===== src/rtl/rv_pkg.sv =====
// Shared constants and types for the integer register file and its
// LUI write-back path.
package rv_pkg;

    localparam int XLEN   = 32;
    localparam int NREG   = 32;
    localparam int REG_AW = 5;

    localparam logic [6:0] OPC_LUI = 7'b0110111;

    typedef struct packed {
        logic              valid;
        logic [REG_AW-1:0] rd;
        logic [XLEN-1:0]   data;
    } wb_req_t;

    typedef enum logic {
        SKID_EMPTY = 1'b0,
        SKID_FULL  = 1'b1
    } skid_state_t;

    function automatic logic [XLEN-1:0] lui_value(input logic [19:0] imm20);
        return {imm20, 12'h000};
    endfunction

endpackage


===== src/rtl/lui_skid.sv =====
// One-entry buffer holding a LUI {rd, imm20} that lost write-port
// arbitration to an ALU write-back.
module lui_skid
    import rv_pkg::*;
(
    input  logic              clk,
    input  logic              reset,
    input  logic              load,
    input  logic [REG_AW-1:0] load_rd,
    input  logic [19:0]       load_imm,
    input  logic              drain,
    output logic              full,
    output logic [REG_AW-1:0] rd,
    output logic [19:0]       imm
);

    skid_state_t state, state_next;
    logic [REG_AW-1:0] rd_q;
    logic [19:0]       imm_q;

    always_ff @(posedge clk or negedge reset) begin
        if (!reset) begin
            state <= SKID_EMPTY;
            rd_q  <= '0;
            imm_q <= '0;
        end else begin
            state <= state_next;
            if (load) begin
                rd_q  <= load_rd;
                imm_q <= load_imm;
            end
        end
    end

    // The top never loads while full, so load only matters when empty.
    always_comb begin
        state_next = state;
        case (state)
            SKID_EMPTY: if (load)  state_next = SKID_FULL;
            SKID_FULL:  if (drain) state_next = SKID_EMPTY;
            default:    state_next = SKID_EMPTY;
        endcase
    end

    assign full = (state == SKID_FULL);
    assign rd   = rd_q;
    assign imm  = imm_q;

endmodule


===== src/rtl/reg_file_wb.sv =====
// 32 x XLEN register file with one arbitrated write port (ALU write-back,
// then held LUI, then fresh LUI) and two bypassed, registered read ports.
module reg_file_wb
    import rv_pkg::*;
(
    input  logic              clk,
    input  logic              reset,
    input  logic              instr_valid,
    input  logic [31:0]       instr,
    output logic              instr_ready,
    input  logic              wb_valid,
    input  logic [REG_AW-1:0] wb_rd,
    input  logic [XLEN-1:0]   wb_data,
    input  logic [REG_AW-1:0] rs1_addr,
    input  logic [REG_AW-1:0] rs2_addr,
    output logic [XLEN-1:0]   rs1_data,
    output logic [XLEN-1:0]   rs2_data,
    output logic              lui_pending,
    output logic [REG_AW-1:0] lui_pend_rd
);

    logic [XLEN-1:0] regs [NREG];

    logic              skid_full;
    logic [REG_AW-1:0] skid_rd;
    logic [19:0]       skid_imm;
    logic              skid_load;
    logic              skid_drain;

    logic    lui_accept;
    wb_req_t wr;

    assign instr_ready = !skid_full;
    assign lui_accept  = instr_valid && instr_ready && (instr[6:0] == OPC_LUI);
    assign skid_load   = lui_accept && wb_valid;

    lui_skid u_skid (
        .clk      (clk),
        .reset    (reset),
        .load     (skid_load),
        .load_rd  (instr[11:7]),
        .load_imm (instr[31:12]),
        .drain    (skid_drain),
        .full     (skid_full),
        .rd       (skid_rd),
        .imm      (skid_imm)
    );

    // Single write port: ALU first, then the held LUI, then a fresh LUI.
    // A write targeting x0 is squashed here so x0 never changes.
    always_comb begin
        wr         = '0;
        skid_drain = 1'b0;
        if (wb_valid) begin
            wr.valid = 1'b1;
            wr.rd    = wb_rd;
            wr.data  = wb_data;
        end else if (skid_full) begin
            wr.valid   = 1'b1;
            wr.rd      = skid_rd;
            wr.data    = lui_value(skid_imm);
            skid_drain = 1'b1;
        end else if (lui_accept) begin
            wr.valid = 1'b1;
            wr.rd    = instr[11:7];
            wr.data  = lui_value(instr[31:12]);
        end
        if (wr.rd == '0) begin
            wr.valid = 1'b0;
        end
    end

    always_ff @(posedge clk or negedge reset) begin
        if (!reset) begin
            for (int i = 0; i < NREG; i++) begin
                regs[i] <= '0;
            end
        end else if (wr.valid) begin
            regs[wr.rd] <= wr.data;
        end
    end

    // Read registers forward a same-edge write so consumers never see stale data.
    always_ff @(posedge clk or negedge reset) begin
        if (!reset) begin
            rs1_data <= '0;
            rs2_data <= '0;
        end else begin
            if (rs1_addr == '0)
                rs1_data <= '0;
            else if (wr.valid && wr.rd == rs1_addr)
                rs1_data <= wr.data;
            else
                rs1_data <= regs[rs1_addr];

            if (rs2_addr == '0)
                rs2_data <= '0;
            else if (wr.valid && wr.rd == rs2_addr)
                rs2_data <= wr.data;
            else
                rs2_data <= regs[rs2_addr];
        end
    end

    assign lui_pending = skid_full;
    assign lui_pend_rd = skid_full ? skid_rd : '0;

endmodule


===== config.mk =====
export PLATFORM = sky130hd
export DESIGN_NAME = reg_file_wb
export DESIGN_NICKNAME = d
export VERILOG_FILES = /design/src/rtl/rv_pkg.sv /design/src/rtl/lui_skid.sv /design/src/rtl/reg_file_wb.sv
export SDC_FILE = /design/constraint.sdc
export NUM_CORES = 2
export LEC_CHECK = 0
export ABC_AREA = 1
export CAP_MARGIN = 5
export CORE_ASPECT_RATIO = 0.8
export CORE_MARGIN = 1
export CORE_UTILIZATION = 43
export CTS_BUF_LIST = sky130_fd_sc_hd__clkbuf_16
export DETAILED_ROUTE_END_ITERATION = 8
export SLEW_MARGIN = 20
export SYNTH_ARGS = -nofsm -noshare
export SYNTH_HDL_FRONTEND = slang
export SYNTH_SLANG_ARGS = --single-unit

===== constraint.sdc =====
create_clock -name clk -period 3.2 [get_ports clk]
set_input_delay 0.48 -clock clk [delete_from_list [all_inputs] [get_ports clk]]
set_output_delay 0.48 -clock clk [all_outputs]
set_load 0.02 [all_outputs]

After elaboration in Yosys (flattened, before gate mapping)
Cells that the tools add are included.
{ "classes": {"n_lt_le_gt_ge": 4, "n_eq_ne": 3, "mux": 23, "n_bitwise": 4, "n_reduce_logical": 10} }
{ "op_table": {"columns": ["operator", "n"], "rows": [
  ["bitwise mux 1024 bit", 1],
  ["binary-select mux 32 bit (select 5 bit)", 2],
  ["two-way mux 32 bit", 9],
  ["demux 32 bit (select 5 bit)", 1],
  ["two-way mux 38 bit", 3],
  ["greater-or-equal comparator 6 bit, second input constant", 3],
  ["inverter 5 -> 6 bit", 3],
  ["logical NOT 5 bit", 3],
  ["equality test 5 bit", 2],
  ["equality test 7 x 6 -> 1 bit, second input constant", 1],
  ["logical AND 1 bit", 6],
  ["less-than comparator 6 x 1 -> 1 bit, second input constant", 1],
  ["two-way mux 1 bit", 5],
  ["two-way mux 5 bit", 1],
  ["case mux 1 bit (2 select lines)", 1],
  ["logical NOT 1 bit", 1],
  ["inverter 1 bit", 1]
]} }
{ "totals": {"reg_bits": 1114, "input_bits": 83, "output_inout_bits": 71, "wordCells": 81} }

Logic depth before layout (Yosys ltp)
{ "depth": {"depth_word": 12, "depth_mapped": 15, "depth_no_buf": 12} }

Cells and area by module
A second synthesis with hierarchy kept.
{ "unflattened": {"cells_unflattened": 8222, "area_unflattened_um2": 60091.4} }
{ "by_module_without_submodules": {"columns": ["mod", "instances", "cells_per_inst", "area_per_inst_um2", "seq_area_each_um2"], "rows": [
  ["reg_file_wb", 1, 8110, 59064.1, 27226.1],
  ["lui_skid", 1, 112, 1027.2, 650.6]
]} }

Worst setup path before layout
No wires, ideal clock.
{ "synth_timing": {"path_type": "register to register", "startpoint": "reg u_skid.state, in the netlist u_skid.full", "endpoint": "reg regs[268] (netlist bit)", "setup_time_ns": 0.135, "arrival_time_ns": 2.080, "setup_slack_ns": 0.985, "path_stages_with_launch": 13, "path_buffers": 3, "path_cell_list": "dfrtp_1 -> buf_6 -> nand2_1 -> inv_1 -> nor2_1 -> nand2_2 -> nand2_4 -> buf_12 -> nor3_4 -> nand2_4 -> buf_4 -> nand2_1 -> o21ai_2"} }
{ "synth_via": {"elab_chain_len": 12, "elab_cells_between_ends": 15, "cone_classes": "2 x order compare; 7 x mux; 1 x bitwise; 5 x reduce/logical"} }
{ "synth_lines": {"columns": ["element", "line", "text"], "rows": [
  ["start, declared", "lui_skid.sv:17", "skid_state_t state, state_next;"],
  ["start signal, assigned", "lui_skid.sv:27", "state <= state_next;"],
  ["logical NOT 1 bit", "reg_file_wb.sv:33", "assign instr_ready = !skid_full;"],
  ["logical AND 1 bit (2 in a row)", "reg_file_wb.sv:34", "assign lui_accept = instr_valid && instr_ready && (instr[6:0] == OPC_LUI);"],
  ["two-way mux 38 bit", "reg_file_wb.sv:63", "end else if (lui_accept) begin"],
  ["two-way mux 38 bit (*)", "reg_file_wb.sv:58", "end else if (skid_full) begin"],
  ["two-way mux 38 bit (*)", "reg_file_wb.sv:54", "if (wb_valid) begin"],
  ["inverter 5 -> 6 bit (implied by the code)", "reg_file_wb.sv:79", "regs[wr.rd] <= wr.data;"],
  ["greater-or-equal comparator 6 bit (implied by the code) / less-than comparator 6 x 1 -> 1 bit (equally long branches)", "reg_file_wb.sv:79", null],
  ["logical AND 1 bit (implied by the code)", "reg_file_wb.sv:79", null],
  ["two-way mux 32 bit (implied by the code)", "reg_file_wb.sv:79", null],
  ["demux 32 bit (select 5 bit)", "reg_file_wb.sv:79", null],
  ["bitwise mux 1024 bit", "reg_file_wb.sv:79", null],
  ["end signal, assigned by index", "reg_file_wb.sv:79", null],
  ["end, declared", "reg_file_wb.sv:22", "logic [XLEN-1:0] regs [NREG];"]
]} }
Mark *: on every way between the ends. The rest lies on a longest branch, timed or not.
A chain may end at the register's enable or synchronous reset.

Final worst setup path
{ "layout_timing": {"startpoint": "reg u_skid.state, in the netlist u_skid.full", "endpoint": "out lui_pending"} }
{ "layout_lines": {"columns": ["element", "line", "text"], "rows": [
  ["end, declared", "reg_file_wb.sv:18", "output logic lui_pending,"]
]} }
No word-level cell between the ends.

==> impl_metrics.yaml <==
placed_design:
  post-dp-hpwl_mm: 149
  globalplace.congestion: 0.910
  dpl_cell_area_mm2: 0.0649
  placed_cells: 9719
  portBuffers: 153
detailed_routing:
  wl_mm: 247
  drc: 0
  ant_nets: 0
  dr.pass1.iters: 9
  drtIter0Drc: 8929
  via_count: 60000
  wire_per_inst_um: 24.8
  viasPerCell: 6.03
setup_path:
  crit_type: "flop to output pin"
  startpoint: "u_skid.full"
  crit_path_start_kind: "flop"
  rr_startpoint: "u_skid.full"
  critical_path.max_stage_delay_ns: 0.65
  path_cells: "buf_4 > clkdlybuf4s50_1"
  crit_path_end_kind: "output pin"
  critPathRequiredTime_ns: 2.72
  slowest_stage: "clkdlybuf4s50_1"
  arrival_ns: 2.28
  worstPathMaxFanout: 20
synth:
  synth_top_area_share: 0.462
  synthesis.nets: 8211
  netlist_top_cells_area: "dfrtp_1, o21ai_0, nand2_1"
  ys_ff_latch: 1114
  synth-edff-count: 0
  synth_cell_type_count: 38
  syn_inst: 8128
  netlist_area_mm2: 0.0603
  ys.flop_type: "dfrtp_1"
  avgSynthCellArea_um2: 7.42
  synth.most_common_cell: "nand2_1"
  synth_largest_area_cell: "dfrtp_1"
  ys_seq_area_frac: 0.462
  synth_common_cells: "nand2_1, o21ai_0, dfrtp_1"
  ys_async_sr_fraction: 1.00
  yosysWarningCount: 0
cts:
  post_cts_buffers: 0
  cts_made_buffers: 118
  cts.sinks: 1114
  cts_tree: "built"
  clock_latency_ns: 0.78
  clk_pin_slew_ns: 0.06
  htreeDepth: 3
  clk_path_buf_depth: 3
  cts.repair.resized: 0
  cts-root-buf: "clkbuf_16"
  ctsHoldBuffers: 1
timing:
  hold_viol: 0
  fin_tns_setup_ns: 0
  fin_hold_ws_ns: 0.235
  finalSetupViolations: 0
  period_needed_ns: 2.76
  worst_slew_pin_slew_ns: 1.14
  rsz0062_at_grt: "false"
  fin_crit_sh: 0.864
  max_freq_ghz: 0.362
  clock_skew_ns: 0.0329
  maxSlewViolCount: 0
  max_slew_margin: 0.243
floorplan:
  dieArea_mm2: 0.142
  coreArea_mm2: 0.139
  die_x_um: 421
  ios: 154
  rows: 122
  die_h_um: 337
  initial_utilization: 0.435
final_layout:
  fin_area_mm2: 0.0685
  final_cell_count_no_fill: 9942
  syn2layout_area_growth_pct: 13.6
  final_util: 0.494
  fillers: 13500
  drive_gt1_frac: 0.0807
  layout.nets: 8063
global_route:
  antenna_found_initial: 7
  grt_pass1_wl_mm: 364
  grt-ovfl-total: 0
  grt_usage: 0.343
  grt_pass1_vias: 54500
  grt_max_degree: 120
pwr:
  powerDensity_mw_per_mm2: 620
  p_leak_nw: 30.3
  max-vdd-ir-drop_uv: 478
outcome:
  outcome: "complete, no violations"
min_path:
  hp-class: "input pin to asynchronous set/reset pin"
run:
  maxCapViolations: 0
[kinds of logic (layout without fill, tap and decap cells)]
family	count (synthesis)	count (layout)	share of synthesized area
buffers and inverters	1228	1177	0.0863
AO/OA/AOI/OAI	2926	2926	0.254
other	0	5	0
flip-flops	1114	1114	0.462
AND/OR/NAND/NOR	2836	2836	0.193
multiplexers	24	24	0.00448
[layer usage]
layer  share of wire  vias to the layer above  track usage  wire length, um
li1                -                    26900            -                -
met4           0.042                       14        0.130            10400
met3            0.12                      624       0.0839            28900
met1            0.42                    28800        0.489           103000
met2            0.42                     3689        0.502           104000
met5         0.00032                        -            0               79
[per-stage QoR]
stage | power [mW] | setup WS [ns]
6_report | 42.5 | 0.436
5_1_grt | 44.7 | 0.324
4_1_cts | 42.4 | 0.389
3_5_place_dp | 29.0 | 0.216
3_3_place_gp | 28.7 | 0.256
2_1_floorplan | 25.4 | 0.985
[worst max-delay path, delay by kind of cell, from the launching register on]
family	cells	cell delay, ns
buffers and inverters	2	0.98
flip-flops	1	0.55
[placed cells by master, fill, tap and decap left out, types with 9 or more instances in the layout]
cell	netlist	final
nand2_1	1707	1705
o21ai_1	274	254
a22oi_1	67	67
inv_1	459	484
o21ai_0	1321	1321
clkinv_2	0	21
nor2_1	561	553
o21ai_2	35	55
a32oi_1	10	10
a21oi_1	1077	1077
nand2_4	14	20
clkinv_1	15	47
buf_12	1	114
o211ai_1	105	105
clkbuf_16	0	119
inv_2	13	13
nor2_4	18	28
nand3_1	494	494
clkdlybuf4s50_1	0	141
a31oi_1	25	25
nand4_1	9	9
buf_4	8	209
mux2_2	24	24
dfrtp_1	1114	1114
[state kept, by name, indices dropped and copies added (netlist names)]
register	count
rs1_data	32
regs	1024
u_skid.rd	5
rs2_data	32
u_skid.full	1
u_skid.imm	20
[power by group]
| part | leakage, nW | switching [mW] | internal (mW) |
|---|---|---|---|
| logic | 14.3 | 6.27 | 3.57 |
| registers | 14.1 | 1.97 | 17.3 |
| clock network | 1.89 | 6.11 | 7.26 |
[path summary, 6_finish.rpt]
kind                                to  slack, ns  cells after the start
hold / removal               regs[150]       0.24                      2
hold reg to reg              regs[998]       0.38                      0
setup reg to reg             regs[979]       0.68                     10
setup / recovery           lui_pending       0.44                      2
max in group asynchronous    regs[929]       1.72                      3
min in group clk           u_skid.full       0.33                      3
[area by class of cell]
type,instances,area (um^2),share of cell area
diodes,5,12.5,0.000183
clock buffers,119,2980,0.0435
clock inverters,98,648,0.00946
inverters,487,1860,0.0272
multi-input cells,5786,27400,0.401
flip-flops and latches,1114,27900,0.407
well taps,1860,2330,0.0340
repair buffers,473,5360,0.0783
No activity file was read; power rests on OpenSTA's default activity.
